<file path="src/rtl/clk_div_ctrl.sv">
// Run-time divide-by-N controller: divided clock level, period-start tick, and
// config handshake applied only at period boundaries. Optional: CLK_DIV_CTRL_PERIOD_CNT_EN.
module clk_div_ctrl #(
   parameter int W        = 8,
   parameter int DEF_DIV  = 5,
   parameter int DEF_HIGH = 2
) (
   input  logic         clk_in,
   input  logic         rst,
   input  logic         en,
   input  logic         cfg_valid,
   input  logic [W-1:0] cfg_div,
   input  logic [W-1:0] cfg_high,
   output logic         cfg_ready,
   output logic         cfg_err,
   output logic         clk_div,
   output logic         tick,
   output logic         busy,
   output logic [W-1:0] cur_div
`ifdef CLK_DIV_CTRL_PERIOD_CNT_EN
   ,
   output logic [15:0]  period_cnt
`endif
);

   localparam logic [W-1:0] DEF_DIV_W  = W'(DEF_DIV);
   localparam logic [W-1:0] DEF_HIGH_W = W'(DEF_HIGH);

   typedef enum logic [1:0] {IDLE, RUN, PEND, DRAIN} state_t;

   state_t       state, state_next;
   logic [W-1:0] cnt, cnt_inc;
   logic [W-1:0] div_act, high_act;
   logic [W-1:0] shadow_div, shadow_high;
   logic         shadow_full;
   logic         xfer, legal, xfer_ok, boundary, stop;

   assign cfg_ready = ((state == IDLE) || (state == RUN)) && !rst;
   assign busy      = (state != IDLE);
   assign cur_div   = div_act;

   always_comb begin
      xfer       = cfg_valid && cfg_ready;
      legal      = (cfg_div >= W'(2)) && (cfg_high != '0) && (cfg_high < cfg_div);
      xfer_ok    = xfer && legal;
      boundary   = (cnt == div_act - W'(1));
      cnt_inc    = cnt + W'(1);
      stop       = (state == DRAIN) && !en && boundary;
      state_next = state;
      case (state)
         IDLE:  if (en) state_next = RUN;
         RUN: begin
            if (!en)          state_next = DRAIN;
            else if (xfer_ok) state_next = PEND;
         end
         PEND: begin
            if (!en)           state_next = DRAIN;
            else if (boundary) state_next = RUN;
         end
         DRAIN: begin
            // A pending shadow is committed at the boundary, so resuming there lands in RUN.
            if (!en)                            state_next = boundary ? IDLE : DRAIN;
            else if (shadow_full && !boundary)  state_next = PEND;
            else                                state_next = RUN;
         end
         default: state_next = IDLE;
      endcase
   end

   always_ff @(posedge clk_in) begin
      if (rst) state <= IDLE;
      else     state <= state_next;
   end

   always_ff @(posedge clk_in) begin
      if (rst) begin
         cnt         <= '0;
         div_act     <= DEF_DIV_W;
         high_act    <= DEF_HIGH_W;
         shadow_div  <= '0;
         shadow_high <= '0;
         shadow_full <= 1'b0;
         clk_div     <= 1'b0;
         tick        <= 1'b0;
         cfg_err     <= 1'b0;
      end else begin
         cfg_err <= xfer && !legal;
         tick    <= 1'b0;
         if (state == IDLE) begin
            if (xfer_ok) begin
               div_act  <= cfg_div;
               high_act <= cfg_high;
            end
            if (en) begin
               cnt     <= '0;
               clk_div <= 1'b1;
               tick    <= 1'b1;
            end
         end else if (boundary) begin
            // Period complete: swap in any shadow config before the next period begins.
            if (shadow_full) begin
               div_act     <= shadow_div;
               high_act    <= shadow_high;
               shadow_full <= 1'b0;
            end
            cnt     <= '0;
            clk_div <= !stop;
            tick    <= !stop;
         end else begin
            cnt     <= cnt_inc;
            clk_div <= (cnt_inc < high_act);
         end
         if ((state == RUN) && xfer_ok) begin
            shadow_div  <= cfg_div;
            shadow_high <= cfg_high;
            shadow_full <= 1'b1;
         end
      end
   end

`ifdef CLK_DIV_CTRL_PERIOD_CNT_EN
   always_ff @(posedge clk_in) begin
      if (rst || ((state == IDLE) && en))       period_cnt <= '0;
      else if (tick && (period_cnt != 16'hFFFF)) period_cnt <= period_cnt + 16'd1;
   end
`endif

endmodule

</file>
<file path="config.mk">
export PLATFORM = sky130hd
export DESIGN_NAME = clk_div_ctrl
export DESIGN_NICKNAME = d
export VERILOG_FILES = /design/src/rtl/clk_div_ctrl.sv
export SDC_FILE = /design/constraint.sdc
export NUM_CORES = 1
export LEC_CHECK = 0
export ABC_AREA = 1
export CAP_MARGIN = 25
export CORE_MARGIN = 1.5
export CORE_UTILIZATION = 45
export DETAILED_ROUTE_END_ITERATION = 8
export PLACE_DENSITY = 0.76
export SETUP_SLACK_MARGIN = 0.15
export SYNTH_ARGS = -nofsm -noshare
export SYNTH_HDL_FRONTEND = slang
export SYNTH_SLANG_ARGS = --single-unit
</file>
<file path="constraint.sdc">
create_clock -name clk_in -period 3.26 [get_ports clk_in]
set_input_delay 0.652 -clock clk_in [delete_from_list [all_inputs] [get_ports clk_in]]
set_output_delay 0.652 -clock clk_in [all_outputs]
set_load 0.02 [all_outputs]
</file>
==> impl.org <==
** Outcome
- The run finished with clean final reports.

** Finish
- Leaving out fill and tap cells, the most frequent cell in the layout is nand2_1.
- In the layout the commonest cells are 99 x nand2_1, 51 x inv_1, 50 x nor2_1.
- Final net count :: 488
- Number of diodes added for antenna fixing :: 0
- In the final layout, the share of cells above drive strength 1 is roughly 4%.
- Count of placed standard cells in the final layout, fillers left out :: between 500 and 600
- Relative area change from synthesis to final layout :: 16.79%
- The filler cells instantiated in the layout total 624.

** Route
- After detailed routing, the number of remaining DRC violations is 0.
- Dividing the detail-routed via count by the number of cells gives between 5 and 6.
- Antenna violation net count after detailed routing :: 0
- Wire length per cell :: between 10 and 15 µm
- Number of iterations in the first detailed-routing pass :: 4
- Total Routed Length :: 6245 µm
- Overall via count from detail_route :: 2,698
- In this run, the number of DRC markers left after iteration 0 of detailed routing was 129.

** Global routing
- The first global-routing pass estimated approximately 11,000 µm of wire.
- Largest net degree at the start of global routing :: 36
- Global routing consumed, over all layers together, about 22% of the routing resources.
- Antenna violations before repair :: 0
- Summed over all layers, the global routing overflow is 0.
- The number of global-route vias before repair came to 2,439.

** Floorplan
- The die covers around 0.0066 mm².
- For this design the top-level I/O count stands at 33.
- The initial utilization of the core area, before any placement, comes to 46.60%.
- Placement Rows :: 28
- Die Wd :: 81.07 µm
- In this run the standard cell core region covers around 0.006 mm².
- Height of the chip :: 81.07 µm

** Worst setup path
- FF-to-FF Start :: cur_div[0]
- Max FO, Critical Path :: 24
- CP Class :: register to output pin
- The most critical setup path has its startpoint at state[1].
- STA classifies the critical path endpoint as an output pin.
- Worst R2R Setup Slack :: 0.80 ns
- For the worst flop-to-flop path, the logic depth is 15.
- At the worst endpoint, the arrival time is 1.93 ns.
- Category of the worst setup path launch point :: register
- CP Data Required Time :: 2.61 ns

** Clock network
- Register clock-pin slew on the reported worst setup and hold paths :: 0.08 ns
- TritonCTS built the clock tree.
- The longest clock path from root to sink contains 2 buffers.
- Cts-stage hold buffer count :: 0
- Clock buffers created by TritonCTS :: 5
- CTS saw 46 sinks.
- Post-CTS setup buffers :: 0
- Clock latency on the worst-skew pair :: about 0.3 ns
- Post-CTS repair changed the size of 0 cells.
- Deepest level of the CTS H-tree :: 2
- The cell sitting at the root of the clock tree is a clkbuf_8.

** Placed design
- After detailed placement, the design holds a cell count of 520.
- HPWL after DPL :: ~4700 µm
- Port Buffer Count :: 32
- Final weighted congestion of routability-driven global placement :: 0.8306

** Synthesis
- Post-Syn Instances :: 421
- Number of distinct standard cells referenced by the synthesized netlist :: 28
- The number of nets handed over by synthesis was 457.
- Seq/Total Area, Yosys :: 33.58%
- The average instance in the mapped netlist occupies 6.515 µm².
- Synthesized flop and latch total :: 46
- Proportion of netlist area held by the largest area contributor :: roughly a third
- After synthesis the cells add up to 0.002743 mm².
- In the post-synthesis netlist, the biggest area contributors are dfxtp_1 34%, nand2_1 14%, a21oi_1 8.0%.
- The Yosys step of the flow raised 0 warnings.
- Synth area leader :: dfxtp_1

** STA
- Between clock sinks in the finished design, the worst skew comes to 0.002032 ns.
- Final worst-path cycle share :: 79.32%
- RSZ-0062 raised after global routing :: false
- The final count of pins violating max slew was 0.
- Setup TNS after final layout :: 0 ns
- Final Hold Vio Count :: 0
- Worst rel slew slack :: between 60% and 70%
- Setup violations remaining at the end of the flow were counted as 0.
- Maximum achievable frequency :: 386.7 MHz
- Slew at the pin closest to its max-slew limit :: 0.5941 ns
- Minimum period implied by the final worst setup slack :: 2.586 ns

** Pwr
- The worst-case IR drop observed on VDD is roughly 0.48 mV.
- Standby leakage power :: 1.515 nW
- Dividing total power by cell area gives a power density of 607.1 mW/mm².

** Worst hold path
- Along the worst hold path, the cell count comes to 2.
- Worst hold path startpoint :: shadow_high[5]
- Worst hold-check path type :: register to register

** Flow run
- Max Cap Violations :: 0
where the power goes:
group | switching, W | internal (W) | total, W
logic | 0.000562 | 0.000342 | 0.000904
clock network | 0.000185 | 0.000148 | 0.000333
registers | 0.0000621 | 0.000646 | 0.000708
layer usage:
metal / share of wire [%] / up-vias / GRT usage [%] / wire (µm)
met5: 0 / - / 0 / 0
met4: 1.1 / 0 / 7.414 / 69
met3: 4.2 / 4 / 4.045 / 260
met2: 46 / 61 / 35.00 / 2899
met1: 48 / 1227 / 29.03 / 3016
li1: - / 1406 / - / -
flip-flops by register name, indices dropped and copies added (netlist names):
| signal | cells |
|---|---|
| cfg_err | 1 |
| clk_div | 1 |
| cnt | 8 |
| cur_div | 8 |
| high_act | 8 |
| shadow_div | 8 |
| shadow_full | 1 |
| shadow_high | 8 |
| state | 2 |
| tick | 1 |
Yosys cell counts:
| library cell | number |
|---|---|
| xor2_1 | 8 |
| nand3b_1 | 2 |
| dfxtp_1 | 46 |
| nand2_2 | 1 |
| nand4_1 | 4 |
| buf_4 | 1 |
| xnor2_1 | 2 |
| or2_2 | 1 |
| nor2_2 | 1 |
| inv_2 | 2 |
| buf_6 | 2 |
| nand2_1 | 99 |
| nand3_1 | 31 |
| ha_1 | 16 |
| nand3_4 | 1 |
| a21o_1 | 1 |
| a21oi_1 | 44 |
| o21ai_0 | 40 |
| and2_1 | 1 |
| buf_2 | 3 |
| clkbuf_4 | 1 |
| clkinv_1 | 1 |
| nor3_1 | 2 |
| o22ai_1 | 1 |
| nor2_1 | 50 |
| clkbuf_1 | 8 |
| o21bai_1 | 1 |
| inv_1 | 51 |
final timing paths:
check | endpoint
worst max-delay path | busy
worst max register to register | cur_div[7]
worst min register to register | shadow_high[5]
worst min-delay path | shadow_high[5]
stage by stage:
step	utilization (%)	hold WS, ns	cell area, µm²	total power (W)	worst slack, ns
6_report	54.42	0.4509	3203	0.001945	0.6743
3_5_place_dp	53.13	0.4370	3127	0.001622	0.4505
5_1_grt	54.42	0.4664	3203	0.002111	0.5136
3_3_place_gp	53.13	0.4329	3127	0.001605	0.5006
2_1_floorplan	-	0.4241	2743	0.001328	1.124
4_1_cts	54.42	0.4498	3203	0.001955	0.6659
worst max-delay path, cell delays in order, from the launching register on:
cell and delay, ns:
dfxtp_1 0.42, nor2_1 0.07, buf_4 0.20, clkinv_1 0.06, buf_4 0.22, clkdlybuf4s50_1 0.64
kinds of logic after synthesis:
family | Yosys count | synth area share (%)
buf+inv | 69 | 10.40
simple gates | 193 | 29.43
flops | 46 | 33.58
compound gates | 87 | 16.10
xor+xnor | 10 | 3.194
fa+ha+maj | 16 | 7.299
area by class of cell:
class | instances | area (µm²) | area share, %
Multi-Input combinational cell | 306 | 1536 | 47.97
Inverter | 54 | 202.7 | 6.328
Clock buffer | 7 | 76.32 | 2.383
Timing Repair Buffer | 39 | 372.9 | 11.64
Sequential cell | 46 | 920.9 | 28.75
Tap cell | 75 | 93.84 | 2.930
Power figures use the tool's default switching activity.
